==> config.mk <==
export PLATFORM = sky130hd
export DESIGN_NAME = uart_boot_loader
export DESIGN_NICKNAME = d
export VERILOG_FILES = /design/src/rtl/uart_boot_loader.sv
export SDC_FILE = /design/constraint.sdc
export NUM_CORES = 1
export LEC_CHECK = 0
export CAP_MARGIN = 0
export CORE_ASPECT_RATIO = 1.4
export CORE_MARGIN = 5
export CORE_UTILIZATION = 60
export CTS_BUF_LIST = sky130_fd_sc_hd__clkbuf_4 sky130_fd_sc_hd__clkbuf_8
export DETAILED_ROUTE_END_ITERATION = 12
export HOLD_SLACK_MARGIN = 0.1
export PLACE_DENSITY_LB_ADDON = 0.15
export SYNTH_ARGS = -nofsm -noshare
export SYNTH_HDL_FRONTEND = slang
export SYNTH_SLANG_ARGS = --single-unit
==> constraint.sdc <==
create_clock -name clk -period 5.3 [get_ports clk]
set_input_delay 0.795 -clock clk [delete_from_list [all_inputs] [get_ports clk]]
set_output_delay 0.795 -clock clk [all_outputs]
set_load 0.01 [all_outputs]
==> src/rtl/uart_boot_loader.sv <==
// uart_boot_loader: receives a length-prefixed 8N1 UART word stream and writes little-endian 32-bit words to instruction memory
// Ports: clk, rst_n (async active-low); load_req rising edge starts a load; uart_rx serial input (idle high);
//   imem_we/imem_addr/imem_wdata one-cycle memory write; busy/done/err load status; cpu_rst_n holds the CPU
//   in reset until a successful load; word_cnt counts words written in the current/last load.
// Optional: define UART_BOOT_LOADER_CHECKSUM_EN to require a trailing XOR checksum byte after the data.
module uart_boot_loader #(
  parameter int CLK_FREQ   = 23_000_000,
  parameter int BAUD       = 115_200,
  parameter int ADDR_WIDTH = 14
) (
  input  logic                  clk,
  input  logic                  rst_n,
  input  logic                  load_req,
  input  logic                  uart_rx,
  output logic                  imem_we,
  output logic [ADDR_WIDTH-1:0] imem_addr,
  output logic [31:0]           imem_wdata,
  output logic                  busy,
  output logic                  done,
  output logic                  err,
  output logic                  cpu_rst_n,
  output logic [15:0]           word_cnt
);
  localparam int CPB = (CLK_FREQ / BAUD < 4) ? 4 : CLK_FREQ / BAUD;
  localparam int CW = $clog2(CPB);
  localparam logic [32:0] CAP = 33'd1 << ADDR_WIDTH;
  typedef enum logic [1:0] {RX_IDLE, RX_START, RX_DATA, RX_STOP} rx_e;
  typedef enum logic [2:0] {
    IDLE, LEN_LO, LEN_HI, DATA,
`ifdef UART_BOOT_LOADER_CHECKSUM_EN
    CHK,
`endif
    DONE, ERR
  } st_e;
`ifdef UART_BOOT_LOADER_CHECKSUM_EN
  localparam st_e AFTER = CHK;
  logic [7:0] chk_q, chk_d;
`else
  localparam st_e AFTER = DONE;
`endif
  logic rx_s1_q, rx_s2_q, rx_prev_q;
  rx_e rx_st_q, rx_st_d;
  logic [CW-1:0] cnt_q, cnt_d;
  logic [2:0] bit_q, bit_d;
  logic [7:0] sh_q, sh_d;
  logic byte_valid, frame_err;
  logic req_q, req_rise;
  st_e st_q, st_d;
  logic [15:0] len_q, len_d, len_new, word_cnt_q, word_cnt_d;
  logic [23:0] word_q, word_d;
  logic [1:0] bcnt_q, bcnt_d;
  logic we_q, we_d, cpu_q, cpu_d;
  logic [ADDR_WIDTH-1:0] addr_q, addr_d;
  logic [31:0] wdata_q, wdata_d;
  assign req_rise = load_req & ~req_q;
  assign len_new = {sh_q, len_q[7:0]};
  assign busy = !(st_q inside {IDLE, DONE, ERR});
  assign done = st_q == DONE;
  assign err = st_q == ERR;
  assign cpu_rst_n = cpu_q;
  assign imem_we = we_q;
  assign imem_addr = addr_q;
  assign imem_wdata = wdata_q;
  assign word_cnt = word_cnt_q;
  // The start bit is re-checked half a bit after the falling edge, which also places every later sample mid-bit.
  always_comb begin
    rx_st_d = rx_st_q;
    cnt_d = cnt_q + CW'(1);
    bit_d = bit_q;
    sh_d = sh_q;
    byte_valid = 1'b0;
    frame_err = 1'b0;
    case (rx_st_q)
      RX_START: if (cnt_q == CW'(CPB / 2 - 1)) begin
        cnt_d = '0;
        bit_d = '0;
        rx_st_d = rx_s2_q ? RX_IDLE : RX_DATA;
      end
      RX_DATA: if (cnt_q == CW'(CPB - 1)) begin
        cnt_d = '0;
        sh_d = {rx_s2_q, sh_q[7:1]};
        bit_d = bit_q + 3'd1;
        rx_st_d = bit_q == 3'd7 ? RX_STOP : RX_DATA;
      end
      RX_STOP: if (cnt_q == CW'(CPB - 1)) begin
        rx_st_d = RX_IDLE;
        byte_valid = rx_s2_q;
        frame_err = !rx_s2_q;
      end
      default: begin
        cnt_d = '0;
        rx_st_d = rx_prev_q && !rx_s2_q ? RX_START : RX_IDLE;
      end
    endcase
  end
  always_comb begin
    st_d = st_q;
    len_d = len_q;
    word_d = word_q;
    bcnt_d = bcnt_q;
    we_d = 1'b0;
    addr_d = addr_q;
    wdata_d = wdata_q;
    word_cnt_d = word_cnt_q + {15'd0, we_q};
`ifdef UART_BOOT_LOADER_CHECKSUM_EN
    chk_d = chk_q;
`endif
    case (st_q)
      LEN_LO: if (byte_valid) begin
        len_d[7:0] = sh_q;
        st_d = LEN_HI;
      end
      LEN_HI: if (byte_valid) begin
        len_d = len_new;
        bcnt_d = '0;
`ifdef UART_BOOT_LOADER_CHECKSUM_EN
        chk_d = '0;
`endif
        st_d = len_new == 16'd0 ? AFTER : {17'd0, len_new} > CAP ? ERR : DATA;
      end
      // word_cnt lags the write strobe by a cycle, so the exit test sees the final count one cycle after the last write.
      DATA: if (word_cnt_q == len_q) st_d = AFTER;
      else if (byte_valid) begin
        word_d = {sh_q, word_q[23:8]};
        bcnt_d = bcnt_q + 2'd1;
`ifdef UART_BOOT_LOADER_CHECKSUM_EN
        chk_d = chk_q ^ sh_q;
`endif
        we_d = bcnt_q == 2'd3;
        wdata_d = we_d ? {sh_q, word_q} : wdata_q;
        addr_d = we_d ? word_cnt_q[ADDR_WIDTH-1:0] : addr_q;
      end
`ifdef UART_BOOT_LOADER_CHECKSUM_EN
      CHK: if (byte_valid) st_d = sh_q == chk_q ? DONE : ERR;
`endif
      default: if (req_rise) begin
        st_d = LEN_LO;
        word_cnt_d = '0;
        addr_d = '0;
      end
    endcase
    if (frame_err && busy) st_d = ERR;
    // CPU leaves reset one cycle after DONE is entered and drops in the same cycle DONE is left.
    cpu_d = st_q == DONE && st_d == DONE;
  end
  always_ff @(posedge clk or negedge rst_n) begin
    if (!rst_n) begin
      rx_s1_q <= 1'b1;
      rx_s2_q <= 1'b1;
      rx_prev_q <= 1'b1;
      rx_st_q <= RX_IDLE;
      cnt_q <= '0;
      bit_q <= '0;
      sh_q <= '0;
      req_q <= 1'b0;
      st_q <= IDLE;
      len_q <= '0;
      word_q <= '0;
      bcnt_q <= '0;
      we_q <= 1'b0;
      addr_q <= '0;
      wdata_q <= '0;
      word_cnt_q <= '0;
      cpu_q <= 1'b0;
`ifdef UART_BOOT_LOADER_CHECKSUM_EN
      chk_q <= '0;
`endif
    end else begin
      rx_s1_q <= uart_rx;
      rx_s2_q <= rx_s1_q;
      rx_prev_q <= rx_s2_q;
      rx_st_q <= rx_st_d;
      cnt_q <= cnt_d;
      bit_q <= bit_d;
      sh_q <= sh_d;
      req_q <= load_req;
      st_q <= st_d;
      len_q <= len_d;
      word_q <= word_d;
      bcnt_q <= bcnt_d;
      we_q <= we_d;
      addr_q <= addr_d;
      wdata_q <= wdata_d;
      word_cnt_q <= word_cnt_d;
      cpu_q <= cpu_d;
`ifdef UART_BOOT_LOADER_CHECKSUM_EN
      chk_q <= chk_d;
`endif
    end
  end
endmodule

==> impl_metrics.ini, run 1 <==
[timing]
fin_crit_sh_pct = 52.1
relSlewSlack_pct = 24.4
finalSetupViolCount = 0
fmax_ghz = 0.362
fin_crit_ps = 2760
final_max_slew_viol_count = 0
max_slew.worst_pin.slew_ps = 1130
finalHoldViolCount = 0
rsz0062_at_grt = false
fin_tns_setup_ps = 0
final.setup_skew_ps = 15.3

[floorplanning]
die_area_sq_um = 12300
die_y_um = 129
pin_count = 71
die_x_um = 95.3
core_area_sq_um = 9950
start_util_pct = 61.4
num_rows = 43

[worst_hold_path]
holdPathStages = 0
min_from = rx_s1_q
hp-class = flop to flop
hold_end = rx_s2_q

[critical_path]
r2r_start = cnt_q[0]
crit_fanout = 46
required_ps = 5620
worstRegToRegCells = 8
path_class = flop to flop
reg2reg_to = imem_wdata[0]
startpoint_type = flop
endpoint_kind = flop
r2r_slack_ps = 2540
critPathArrivalTime_ps = 3080

[detailed_routing]
dr.pass1.iters = 4
drtIter0Drc = 158
post-route-drc-count = 0
drt_wl_total_mm = 11.2
post_drt_wl_per_cell_um = 16.7
vias_per_cell = 5.43
postRouteAntennaNets = 0
via_count = 3636

[power_and_ir_drop]
combPwrFrac_pct = 7.6
peakVddDrop_v = 0.000193
clkPwrFrac_pct = 37.7
seq_power_share_pct = 54.6
p_sw_share_pct = 25.2
power_density_nw_per_um2 = 280
power_leakage_nw = 3.29
switchingPower_mw = 0.507
p_int_mw = 1.50

[clock_network]
clockRootBuffer = clkbuf_8
cts_buffer_depth = 2
numCtsBuffers = 17
htreeDepth = 4
cts_setup_buffers = 0
cts_hold_buffers = 0
insertion_delay_ps = 440
ctsResizeCount = 0
tritoncts = built
clock_sinks = 134
path_clk_slew_ps = 70

[layout]
antenna_cells = 0
nNetsFinal = 534
final_cell_area_sq_um = 7190
drive_above_1_share_pct = 24.7
syn2layout_area_growth_pct = 17.5
fill_cells = 693

[global_routing]
grt_pass1_vias = 3723
grt_overflow = 0
track_usage_pct = 20.0
grt_pass1_wl_mm = 18.9
grt_max_degree = 50
antenna_found_initial = 0

[logic_synthesis]
ys_warn_count = 0
syn-num-nets = 460
yosysUniqueCellTypes = 53
syn_inst = 449
avgSynthCellArea_sq_um = 13.6
netlist_area_sq_um = 6120
ys_ff_latch = 134
synth.yosys.seq_area_share_pct = 54.9

[run]
max-cap-violations = 0

[place]
place.gp.congestion = 0.811
dp_hpwl_mm = 7.53
io_buffers = 70
dpl_cell_area_sq_um = 6840

[run_status]
outcome = finished, final reports clean
==> power by group through the flow <==
stage          Clock (mW)  Sequential, mW  Combinational [mW]
6_report            0.758            1.10               0.154
5_1_grt             0.820            1.10               0.173
4_1_cts             0.776            1.10               0.157
3_5_place_dp            0            1.12               0.155
3_3_place_gp            0            1.12               0.151
2_1_floorplan           0            1.11              0.0987
==> cell usage after synthesis, drive strengths merged <==
cell | instances | share of area (%)
dfrtp | 131 | 54
mux2 | 83 | 18
xnor2 | 34 | 5.1
nor2 | 30 | 2.1
nand2 | 24 | 1.6
inv | 15 | 0.92
mux2i | 15 | 2.5
buf | 12 | 2.6
nand4 | 11 | 1.3
nor3 | 11 | 1.2
nand3 | 9 | 0.74
clkbuf | 8 | 0.49
ha | 7 | 1.4
and2 | 5 | 0.51
nor4 | 5 | 0.76
a21oi | 4 | 0.33
a22o | 4 | 0.57
nand2b | 4 | 0.41
nor2b | 4 | 0.41
o21ai | 4 | 0.33
dfstp | 3 | 1.3
nand3b | 3 | 0.37
nor3b | 3 | 0.55
xor2 | 3 | 0.43
a31oi | 2 | 0.20
and3 | 2 | 0.20
and4 | 2 | 0.29
nand4b | 2 | 0.53
or3b | 2 | 0.33
a211o | 1 | 0.14
a211oi | 1 | 0.12
and3b | 1 | 0.14
o21a | 1 | 0.12
o21bai | 1 | 0.18
o22ai | 1 | 0.10
o31a | 1 | 0.14
==> flip-flops by register name (all words and copies together) (netlist names), named ones only <==
name / cells
imem_wdata: 32
word_q: 24
len_q: 16
word_cnt: 16
imem_addr: 14
cnt_q: 8
sh_q: 8
bit_q: 3
st_q: 3
bcnt_q: 2
cpu_rst_n: 1
imem_we: 1
req_q: 1
rx_prev_q: 1
rx_s1_q: 1
rx_s2_q: 1
rx_st_q: 1
==> cell usage in the layout (no fill, tap or decap), types with 5 or more instances in the layout <==
cell type / count
mux2_2: 35
dfrtp_1: 131
nand3_1: 9
clkbuf_8: 18
inv_1: 15
nor3_1: 8
nand4_1: 9
buf_4: 6
mux2i_1: 15
nand2_1: 23
mux2_4: 43
ha_1: 7
nor2_1: 29
clkinv_2: 6
mux2_1: 5
xnor2_1: 32
clkdlybuf4s50_1: 69
and2_1: 5
==> area by class of cell <==
cell class	count	area, sq um	share of cell area [%]
clock inverters	10	83.8	1.17
repair buffers	75	736	10.2
multi-input cells	280	2520	35.1
well taps	135	169	2.35
clock buffers	20	263	3.66
flip-flops and latches	134	3360	46.7
inverters	15	56.3	0.784
==> worst max-delay path: stages, from the launching register on <==
cell	delay [ps]
dfrtp_1	410
inv_1	70
ha_1	130
or3b_4	440
nor3b_4	270
nand2_1	120
nor3_4	110
buf_4	660
mux2_2	410
==> per-layer routing <==
layer,track usage (%),wire length (um)
met5,0,0
met4,8.50,200
met3,5.75,496
met2,31.0,5420
met1,26.2,5080
==> how the worst max path moves through the flow <==
stage / from / to / slack (ps) / cells after the start
4_1_cts: cnt_q[0] / imem_wdata[0] / 2520 / 8
2_1_floorplan: cnt_q[0] / word_q[16] / 3060 / 8
5_1_grt: cnt_q[0] / imem_wdata[3] / 2430 / 8
3_5_place_dp: cnt_q[0] / imem_wdata[0] / 2540 / 8
6_report: cnt_q[0] / imem_wdata[0] / 2540 / 8
3_3_place_gp: cnt_q[0] / imem_wdata[0] / 2600 / 8
==> per-stage QoR <==
step / cells / total power [mW] / utilization, % / hold WS [ps] / setup WS [ps]
2_1_floorplan: 449 / 1.21 / - / 345 / 3060
3_3_place_gp: 639 / 1.27 / 68.7 / 346 / 2600
3_5_place_dp: 639 / 1.27 / 68.7 / 353 / 2540
4_1_cts: 669 / 2.03 / 72.2 / 363 / 2520
5_1_grt: 669 / 2.10 / 72.2 / 364 / 2430
6_report: 669 / 2.01 / 72.2 / 364 / 2540
==> cell families after synthesis <==
| kind of cell | synth area share, % |
|---|---|
| mux | 20.4 |
| xor+xnor | 5.54 |
| simple gates | 11.5 |
| compound gates | 2.25 |
| buf+inv | 3.99 |
| flops | 54.9 |
| fa+ha+maj | 1.43 |
No activity file was read; power rests on OpenSTA's default activity.
==> inputs of run 2 (changes only) <==
--- a/config.mk
+++ b/config.mk
@@ -8,7 +8,7 @@
 export CAP_MARGIN = 0
 export CORE_ASPECT_RATIO = 1.4
 export CORE_MARGIN = 5
-export CORE_UTILIZATION = 60
+export CORE_UTILIZATION = 58
 export CTS_BUF_LIST = sky130_fd_sc_hd__clkbuf_4 sky130_fd_sc_hd__clkbuf_8
 export DETAILED_ROUTE_END_ITERATION = 12
 export HOLD_SLACK_MARGIN = 0.1
==> constraint.sdc (replaced) <==
create_clock -name clk -period 2.6 [get_ports clk]
set_input_delay 0.39 -clock clk [delete_from_list [all_inputs] [get_ports clk]]
set_output_delay 0.39 -clock clk [all_outputs]
set_load 0.01 [all_outputs]
==> impl_metrics.ini, run 2 (synthesis results as in run 1) <==
[run_status]
outcome = finished, final reports clean

[timing]
finalSetupViolCount = 0
final_max_slew_viol_count = 0
fin_crit_sh_pct = 92.7
fin_crit_ps = 2410
fin_tns_setup_ps = 0
finalHoldViolCount = 0
rsz0062_at_grt = false
final.setup_skew_ps = 11.8
fmax_ghz = 0.415
max_slew.worst_pin.slew_ps = 1120
relSlewSlack_pct = 24.9

[global_routing]
grt_pass1_vias = 4019
grt_max_degree = 50
antenna_found_initial = 0
grt_overflow = 0
track_usage_pct = 18.8
grt_pass1_wl_mm = 19.7

[floorplanning]
core_area_sq_um = 10300
die_x_um = 96.8
die_y_um = 132
pin_count = 71
num_rows = 44
die_area_sq_um = 12700
start_util_pct = 59.1

[power_and_ir_drop]
power_leakage_nw = 3.38
power_density_nw_per_um2 = 601
peakVddDrop_v = 0.000353

[place]
dp_hpwl_mm = 8.07
dpl_cell_area_sq_um = 6940
place.gp.congestion = 0.807
io_buffers = 70

[detailed_routing]
postRouteAntennaNets = 0
dr.pass1.iters = 6
post-route-drc-count = 0
drt_wl_total_mm = 11.4
via_count = 3716
post_drt_wl_per_cell_um = 16.7
drtIter0Drc = 177
vias_per_cell = 5.46

[layout]
utilization_pct = 71.3
syn2layout_area_growth_pct = 20.7
antenna_cells = 0
drive_above_1_share_pct = 25.8
mostFrequentLayoutCell = dfrtp_1
largest_reg_flops = 32
fill_cells = 738
nNetsFinal = 543
final_cell_area_sq_um = 7380
mostFrequentLayoutCells = dfrtp_1, clkdlybuf4s50_1, mux2_4, mux2_2, xnor2_1

[worst_hold_path]
hp-class = flop to flop

[critical_path]
r2r_start = cnt_q[0]
crit_slowest_cell = or3b_4
startpoint_type = flop
critPathMaxStageDelay_ps = 450
required_ps = 2920
crit_cells = 8
crit_chain = inv_1 -> ha_1 -> or3b_4 -> nor3b_4 -> nand2_1 -> nor3_4 -> buf_12 -> mux2_2
critical-path-top-delay-family = simple AND/OR/NAND/NOR gates
reg2reg_to = imem_wdata[2]
crit_fanout = 32
worstRegToRegCells = 8
r2r_slack_ps = 190
endpoint_kind = flop
endpoint = imem_wdata[2]
crit_buf_inv = 2
critPathArrivalTime_ps = 2720
critPathLaunch = cnt_q[0]
path_class = flop to flop

[clock_network]
insertion_delay_ps = 430
clock_sinks = 134
tritoncts = built
htreeDepth = 4
clockRootBuffer = clkbuf_8
path_clk_slew_ps = 70
numCtsBuffers = 17
cts_buffer_depth = 2

[run]
max-cap-violations = 0
## run 2: final cells by class
| type | instances | area (sq um) | share of cell area, % |
|---|---|---|---|
| Multi-Input combinational cell | 280 | 2520 | 34.2 |
| Inverter | 15 | 56.3 | 0.763 |
| Timing Repair Buffer | 84 | 843 | 11.4 |
| Tap cell | 138 | 173 | 2.34 |
| Clock buffer | 19 | 255 | 3.46 |
| Clock inverter | 11 | 175 | 2.37 |
| Sequential cell | 134 | 3360 | 45.5 |
## run 2: metrics by stage
step                      instances  power (mW)  hold slack, ps  worst slack [ps]
after global placement          650        2.59             347               266
after CTS                       681        4.48             351               165
after global routing            681        4.62             344              77.9
final                           681        4.43             359               190
after detailed placement        650        2.60             350               210
after floorplan                 449        2.46            94.4               361
## run 2: worst min-delay path by stage
| stage | to | depth (start not counted) | slack [ps] | from |
|---|---|---|---|---|
| after floorplan | asynchronous set/reset pin | 0 | 90 | rst_n |
| after global placement | rx_s2_q | 0 | 350 | rx_s1_q |
| after detailed placement | rx_s2_q | 0 | 350 | rx_s1_q |
| after CTS | rx_s1_q | 1 | 350 | uart_rx |
| after global routing | rx_s1_q | 1 | 340 | uart_rx |
| final | rx_s2_q | 0 | 360 | rx_s1_q |
## run 2: what timing repair did
action,in CTS,in global routing
endpoints found under the hold margin,43,0
gates resized for setup,0,0
hold buffers,1,0
buffers inserted,0,0
## run 2: power by group
group	total (mW)	leakage, nW	switching [mW]	internal [mW]
Clock	1.87	0.212	0.792	1.08
Sequential	2.24	1.83	0.0883	2.15
Combinational	0.328	1.34	0.181	0.147
Total	4.43	3.38	1.06	3.37
## run 2: routing by layer
layer / global-route usage [%] / vias up / share of wire [%]
met5: 0 / - / 0
met4: 6.95 / 0 / 1.4
met3: 5.99 / 14 / 4.7
met2: 30.8 / 98 / 51
met1: 23.5 / 1884 / 43
li1: - / 1720 / -
==> inputs of run 3 (changes only) <==
--- a/config.mk
+++ b/config.mk
@@ -9,7 +9,7 @@
 export CORE_ASPECT_RATIO = 1.4
 export CORE_MARGIN = 5
 export CORE_UTILIZATION = 58
-export CTS_BUF_LIST = sky130_fd_sc_hd__clkbuf_4 sky130_fd_sc_hd__clkbuf_8
+export CTS_BUF_LIST = sky130_fd_sc_hd__clkbuf_4
 export DETAILED_ROUTE_END_ITERATION = 12
 export HOLD_SLACK_MARGIN = 0.1
 export PLACE_DENSITY_LB_ADDON = 0.15
==> impl_metrics.ini, run 3 (synthesis results as in run 1) <==
[clock_network]
insertion_delay_ps = 530
clock_sinks = 134
htreeDepth = 4
numCtsBuffers = 17
ctsResizeCount = 0
path_clk_slew_ps = 110
clockRootBuffer = clkbuf_4
cts_buffer_depth = 2
tritoncts = built

[worst_hold_path]
min_from = uart_rx
hold_end = rx_s1_q
holdPathStages = 1
hp-class = primary input to flop

[detailed_routing]
postRouteAntennaNets = 0
dr.pass1.iters = 4
drt_wl_total_mm = 11.2
post_drt_wl_per_cell_um = 16.5
vias_per_cell = 5.38
post-route-drc-count = 0
via_count = 3671
drtIter0Drc = 189

[place]
dpl_cell_area_sq_um = 6940
io_buffers = 70
dp_hpwl_mm = 8.07
place.gp.congestion = 0.807

[power_and_ir_drop]
combPwrFrac_pct = 8.0
p_total_mw = 4.08
p_sw_share_pct = 25.0
clkPwrFrac_pct = 37.3
p_int_mw = 3.06
power_leakage_nw = 3.33
switchingPower_mw = 1.02
seq_power_share_pct = 54.8
power_density_nw_per_um2 = 561
peakVddDrop_v = 0.000302

[timing]
rsz0062_at_grt = false
finalSetupViolCount = 0
fmax_ghz = 0.418
final_max_slew_viol_count = 0
fin_crit_ps = 2390
relSlewSlack_pct = 25.4
final.setup_skew_ps = 19.5
fin_crit_sh_pct = 92.1
max_slew.worst_pin.slew_ps = 1110
fin_tns_setup_ps = 0
finalHoldViolCount = 0

[critical_path]
endpoint_kind = flop
r2r_start = cnt_q[0]
path_class = flop to flop
worstRegToRegCells = 8
crit_fanout = 32
required_ps = 3020
reg2reg_to = imem_wdata[2]
r2r_slack_ps = 210
critPathArrivalTime_ps = 2810
startpoint_type = flop

[global_routing]
grt_overflow = 0
antenna_found_initial = 1
grt_max_degree = 50
grt_pass1_vias = 3978
grt_pass1_wl_mm = 19.5
track_usage_pct = 18.6

[floorplanning]
pin_count = 71
num_rows = 44
die_y_um = 132
core_area_sq_um = 10300
start_util_pct = 59.1
die_x_um = 96.8
die_area_sq_um = 12700

[run]
max-cap-violations = 0

[layout]
nNetsFinal = 543
mostFrequentLayoutCells = dfrtp_1, clkdlybuf4s50_1, mux2_4, mux2_2, xnor2_1
fill_cells = 765
drive_above_1_share_pct = 25.6
final_cell_area_sq_um = 7270
syn2layout_area_growth_pct = 18.8
mostFrequentLayoutCell = dfrtp_1
largest_reg_flops = 32

[run_status]
outcome = finished, final reports clean
-- run 3: final cells by class --
type / instances / area [sq um] / area share (%)
inverter: 15 / 56.3 / 0.775
multi-input combinational: 280 / 2520 / 34.7
timing repair buffer: 84 / 843 / 11.6
tap: 138 / 173 / 2.38
sequential: 134 / 3360 / 46.2
antenna: 1 / 2.50 / 0.0344
clock buffer: 18 / 135 / 1.86
clock inverter: 12 / 179 / 2.46
-- run 3: how the worst max path moves through the flow --
stage             start       endpoint
2_1_floorplan  cnt_q[0]     word_q[16]
3_3_place_gp   cnt_q[0]  imem_wdata[1]
3_5_place_dp   cnt_q[0]  imem_wdata[1]
4_1_cts         st_q[2]           done
5_1_grt         st_q[2]           done
6_report       cnt_q[0]  imem_wdata[2]
-- run 3: stage by stage --
| step | utilization, % | setup WS [ps] | hold WS (ps) | cells |
|---|---|---|---|---|
| after detailed placement | 67.1 | 210 | 350 | 650 |
| after CTS | 70.2 | 171 | 237 | 681 |
| after floorplan | - | 361 | 94.4 | 449 |
| final | 70.2 | 206 | 283 | 682 |
| after global placement | 67.1 | 266 | 347 | 650 |
| after global routing | 70.2 | 62.7 | 228 | 682 |
-- run 3: critical path, stage by stage, from the launching register on --
cell and delay (ps):
dfrtp_1 430, inv_1 70, ha_1 130, or3b_4 440, nor3b_4 270, nand2_1 120, nor3_4 180, buf_12 280
mux2_2 360
-- run 3: repair_timing --
item                      4_1_cts  5_1_grt
hold buffers                    1        0
hold endpoints to repair       43        0
buffers inserted                0        0
-- run 3: power by group through the flow --
stage	Combinational, mW	Sequential, mW	Clock (mW)
after floorplan	0.201	2.26	0
after detailed placement	0.330	2.27	0
after CTS	0.331	2.23	1.56
after global placement	0.320	2.27	0
final	0.325	2.23	1.52
after global routing	0.367	2.25	1.65
-- run 3: metal layers --
metal  track usage (%)  wire (um)
met3              6.20        505
met2              30.6       5680
met4              6.17        174
met1              23.2       4890
met5                 0          0
